## src/rtl/chess_timer_pkg.sv

```systemverilog
// rtl/chess_timer_pkg.sv - shared constants and saturating add for the chess clock timers
package chess_timer_pkg;

  localparam int P1_IDX      = 0;
  localparam int P2_IDX      = 1;
  localparam int SEC_W       = 10;
  localparam int DEF_MAX_SEC = 999;

  // Sum is formed one bit wider so the ceiling check sees any carry out.
  function automatic logic [SEC_W-1:0] sat_add(input logic [SEC_W-1:0] v,
                                               input logic [SEC_W:0]   inc,
                                               input logic [SEC_W-1:0] max_v);
    logic [SEC_W:0] sum;
    sum = {1'b0, v} + inc;
    if (sum > {1'b0, max_v})
      return max_v;
    else
      return sum[SEC_W-1:0];
  endfunction

endpackage

```

## src/rtl/tick_prescaler.sv

```systemverilog
// rtl/tick_prescaler.sv - one-second prescaler with synchronous clear and wrap pulse
module tick_prescaler #(
  parameter int TICK_DIV = 50_000_000
) (
  input  logic clk,
  input  logic reset,
  input  logic clear,
  input  logic run,
  output logic wrap
);

  localparam int CW = (TICK_DIV > 1) ? $clog2(TICK_DIV) : 1;
  localparam logic [CW-1:0] LAST = CW'(TICK_DIV - 1);

  logic [CW-1:0] count;

  assign wrap = run && !clear && (count == LAST);

  always_ff @(posedge clk) begin
    if (reset || clear)
      count <= '0;
    else if (run)
      count <= wrap ? '0 : count + 1'b1;
  end

endmodule

```

## src/rtl/chess_time_counters.sv

```systemverilog
// rtl/chess_time_counters.sv - dual per-player countdown seconds with load, bonus and expiry
module chess_time_counters
  import chess_timer_pkg::*;
#(
  parameter int TICK_DIV = 50_000_000,
  parameter int INC_SEC  = 0,
  parameter int MAX_SEC  = DEF_MAX_SEC
) (
  input  logic             clk,
  input  logic             reset,
  input  logic [1:0]       load_counters,
  input  logic [1:0]       en_counters,
  input  logic [SEC_W-1:0] init_seconds,
  output logic [SEC_W-1:0] counter_1,
  output logic [SEC_W-1:0] counter_2,
  output logic [1:0]       expired,
  output logic             tick
);

  localparam logic [SEC_W-1:0] MAX_V = SEC_W'(MAX_SEC);
  localparam logic [SEC_W:0]   INC_V = (SEC_W+1)'(INC_SEC);

  logic [SEC_W-1:0] cnt [2];
  logic [1:0]       en_prev;
  logic             en_legal;
  logic             clear;
  logic             wrap;
  logic [SEC_W-1:0] load_val;

  assign en_legal = (en_counters == 2'b01) || (en_counters == 2'b10);
  // Any load, stop or change of running player restarts the second from zero.
  assign clear    = (|load_counters) || !en_legal || (en_counters != en_prev);
  assign load_val = (init_seconds > MAX_V) ? MAX_V : init_seconds;

  tick_prescaler #(
    .TICK_DIV(TICK_DIV)
  ) u_prescaler (
    .clk  (clk),
    .reset(reset),
    .clear(clear),
    .run  (en_legal),
    .wrap (wrap)
  );

  always_ff @(posedge clk) begin
    if (reset) begin
      cnt[P1_IDX] <= '0;
      cnt[P2_IDX] <= '0;
      en_prev     <= 2'b00;
      tick        <= 1'b0;
    end else begin
      en_prev <= en_counters;
      tick    <= wrap;
      for (int i = 0; i < 2; i++) begin
        if (load_counters[i])
          cnt[i] <= load_val;
        else if (INC_SEC != 0 && en_prev[i] && !en_counters[i] && cnt[i] != '0)
          cnt[i] <= sat_add(cnt[i], INC_V, MAX_V);
        else if (wrap && en_counters[i] && cnt[i] != '0)
          cnt[i] <= cnt[i] - 1'b1;
      end
    end
  end

  assign counter_1 = cnt[P1_IDX];
  assign counter_2 = cnt[P2_IDX];
  assign expired   = {cnt[P2_IDX] == '0, cnt[P1_IDX] == '0};

endmodule

```

## config.mk

```make
export PLATFORM = sky130hd
export DESIGN_NAME = chess_time_counters
export DESIGN_NICKNAME = d
export VERILOG_FILES = /design/src/rtl/chess_timer_pkg.sv /design/src/rtl/tick_prescaler.sv /design/src/rtl/chess_time_counters.sv
export SDC_FILE = /design/constraint.sdc
export NUM_CORES = 1
export LEC_CHECK = 0
export ABC_AREA = 1
export ABC_CLOCK_PERIOD_IN_PS = 2700
export CORE_MARGIN = 2
export CORE_UTILIZATION = 51
export CTS_CLUSTER_DIAMETER = 150
export DETAILED_ROUTE_END_ITERATION = 12
export PLACE_DENSITY = 0.8
export SYNTH_ARGS = -nofsm -noshare
export SYNTH_HDL_FRONTEND = slang
export SYNTH_HIERARCHICAL = 1
export SYNTH_SLANG_ARGS = --single-unit
```

## constraint.sdc

```tcl
create_clock -name clk -period 2.7 [get_ports clk]
set_input_delay 0.54 -clock clk [delete_from_list [all_inputs] [get_ports clk]]
set_output_delay 0.54 -clock clk [all_outputs]
set_load 0.01 [all_outputs]
```

==> impl_metrics.tcl <==
set metrics [dict create \
    die_w_um 84.4 \
    area_delta_synth_final_pct 24.1 \
    holdPathStages 2 \
    die_h_um 84.4 \
    cpPeakStageDelay_ps 270 \
    path_clk_slew_ps 90 \
    via_per_inst 5.21 \
    worstHoldPathType "reg -> reg" \
    critPathRequiredTime_ps 2770 \
    relSlewSlack_pct 64.1 \
    setup_slack_ps 125 \
    reg2reg_from "en_prev[1]$_SDFF_PP0_" \
    grt_pass1_wl_um 13300 \
    hold_viol_final 0 \
    dp_hpwl_um 6050 \
    vias 3232 \
    nets 562 \
    dp_slack_ps -332 \
    utilization_pct 64.9 \
    initial_core_util_pct 52.3 \
    n_antenna_cell 0 \
    max_cap_viol_count 0 \
    syn_avg_cell_area_um2 6.87 \
    ys_ff_latch 49 \
    yosysWarnings 6 \
    worstPathArrival_ps 2640 \
    antenna_left 0 \
    crit_path_end_kind "flop" \
    critPathBufInv 5 \
    cp_max_fo 4 \
    final_common_cell "nand2_1" \
    netlist_area_um2 3300 \
    critPathKind "in -> reg" \
    grt_antenna_before_repair 0 \
    p_leak_nw 1.78 \
    setup_viol 0 \
    rows 29 \
    crit_family "simple AND/OR/NAND/NOR gates" \
    io_buffers 38 \
    ir_drop_v 0.000261 \
    yosysUniqueCellTypes 32 \
    finalCriticalPeriod_ps 2580 \
    clock_skew_ps 9.87 \
    clock-sinks 49 \
    slowest_stage "nor4_1" \
    stdcell_area_um2 4100 \
    clock_latency_ps 310 \
    whs_endpoint "u_prescaler/count[0]$_SDFFE_PP0P_" \
    powerDensity_nw_per_um2 414 \
    hp-start "u_prescaler/count[0]$_SDFFE_PP0P_" \
    h-tree-depth 2 \
    wire_per_inst_um 13.2 \
    tightest_slew_ps 539 \
    fmaxAchievable_mhz 388 \
    stdcell_count 620 \
    overflow 0 \
    reg2reg_to "cnt[0][8]$_SDFFCE_PN0P_" \
    drt_iter0_drc 191 \
    ys_seq_area_share_pct 35.8 \
    startpoint_type "input port" \
    syn_inst 480 \
    clk_path_buf_depth 2 \
    status "finished clean" \
    dr.pass1.iters 8 \
    cts_buffers 5 \
    core_area_um2 6310 \
    route.detailed.drc 0 \
    grt_max_degree 16 \
    nFillCells 527 \
    grt_use_total_pct 22.7 \
    die_area_um2 7130 \
    dp_cells 603 \
    hold_ws_ps 493 \
    slew_viol_final 0 \
    wl_um 8160 \
    path_cells "clkbuf_2 -> inv_2 -> nor2_1 -> nor3_2 -> o2111ai_2 -> nor2_1 -> nand2_1 -> inv_1 -> nand4_1 -> nor4_1 -> buf_4 -> nand2_2 -> nor3_4 -> buf_6 -> nand2_4 -> nand3_1 -> nand2_1" \
    r2r_slack_ps 160 \
    place.gp.congestion 0.862 \
    period_share_pct 95.4 \
    synth_nets 500 \
    layout_common_cells "nand2_1, nor2_1, inv_1" \
    ios 39 \
    place_area_um2 3840 \
    drive_gt1_share_pct 16.8 \
    cts_root_buf "clkbuf_8" \
    reg2regPathDepth 15 \
    grt_pass1_vias 3002 \
    cts_hold_buf 0 \
    cts_tree "yes" \
]
## worst max-delay path by stage
stage                            start                      end  slack, ps  depth (start not counted)
5_1_grt                 en_counters[0]  cnt[0][8]$_SDFFCE_PN0P_        -10                         17
2_1_floorplan           en_counters[1]      cnt[1][0]$_DFFE_PP_         10                         10
4_1_cts        cnt[0][0]$_SDFFCE_PN0P_               expired[0]         20                          7
3_3_place_gp            en_counters[0]  cnt[0][7]$_SDFFCE_PN0P_       -240                         15
3_5_place_dp            en_counters[0]  cnt[0][8]$_SDFFCE_PN0P_       -330                         15
6_report                en_counters[0]  cnt[0][8]$_SDFFCE_PN0P_        120                         17
## synthesized netlist by cell type
| library cell | count | area [µm²] |
|---|---|---|
| nand2_1 | 127 | 477 |
| nor2_1 | 88 | 330 |
| inv_1 | 61 | 229 |
| nand3_1 | 41 | 205 |
| dfxtp_1 | 29 | 581 |
| edfxtp_1 | 20 | 601 |
| nor2_2 | 14 | 87.6 |
| a21oi_1 | 12 | 60.1 |
| inv_2 | 10 | 37.5 |
| xor2_1 | 9 | 78.8 |
| nand2_2 | 8 | 50.1 |
| nand4_1 | 7 | 43.8 |
| nor2_4 | 7 | 78.8 |
| xnor2_1 | 7 | 61.3 |
| o21ai_0 | 5 | 25.0 |
| o21ai_2 | 5 | 43.8 |
| buf_6 | 4 | 45.0 |
| ha_1 | 4 | 50.1 |
| nand3_4 | 3 | 52.6 |
| nor3_1 | 3 | 15.0 |
| buf_2 | 2 | 10.0 |
| nand2_4 | 2 | 22.5 |
| nand3b_1 | 2 | 15.0 |
| nor3b_1 | 2 | 15.0 |
| and2_1 | 1 | 6.26 |
| mux2i_1 | 1 | 10.0 |
| nand3_2 | 1 | 10.0 |
| nor2_8 | 1 | 20.0 |
| nor3_4 | 1 | 16.3 |
| nor4_1 | 1 | 6.26 |
| o2111ai_1 | 1 | 8.76 |
| o211ai_1 | 1 | 7.51 |
## sequential cells by signal, summed over array words and instances (netlist names)
name               count
u_prescaler/count     26
cnt                   20
en_prev                2
tick                   1
## kinds of logic after synthesis
family / share of synthesized area, %
flip-flops: 35.8
buffers and inverters: 9.75
AND/OR/NAND/NOR: 44.0
AO/OA/AOI/OAI: 4.40
XOR/XNOR: 4.25
multiplexers: 0.303
adder cells (fa/ha/maj): 1.52
## what timing repair did
action	4_1_cts	5_1_grt
pin swaps	0	8
buffers inserted	0	6
cloned	0	3
setup endpoints to repair	10	41
resized for setup	1	18
## layer usage
| layer | share of wire [%] | vias up | global-route usage, % | routed length [µm] |
|---|---|---|---|---|
| li1 | - | 1633 | - | - |
| met3 | 5.6 | 12 | 3.83 | 457 |
| met2 | 51 | 110 | 41.3 | 4150 |
| met1 | 42 | 1477 | 27.9 | 3430 |
| met4 | 1.4 | 0 | 5.77 | 116 |
| met5 | 0 | - | 0 | 0 |
## stage by stage
step	total power, W	TNS [ps]
after floorplan	0.00102	0
after global placement	0.00114	-6280
after detailed placement	0.00114	-10090
after CTS	0.00170	0
after global routing	0.00177	-28.2
final	0.00169	0
## layout make-up
type	count	area [µm²]	area share, %
Timing Repair Buffer	58	553	13.5
Clock inverter	2	37.5	0.917
Inverter	71	269	6.57
Sequential cell	49	1180	28.8
Multi-Input combinational cell	357	1880	45.8
Tap cell	77	96.3	2.35
Clock buffer	6	82.6	2.02
## worst min-delay path: stages (launching register included)
cell and delay [ps]:
dfxtp_1 340, nand2_1 70, a21oi_1 50
## report_power, final
part | internal, W | total, W | switching (W)
logic | 0.000137 | 0.000307 | 0.000170
registers | 0.000804 | 0.000837 | 0.0000329
clock network | 0.000301 | 0.000550 | 0.000249
total | 0.00124 | 0.00169 | 0.000452
(Power assumes the default switching activity.)
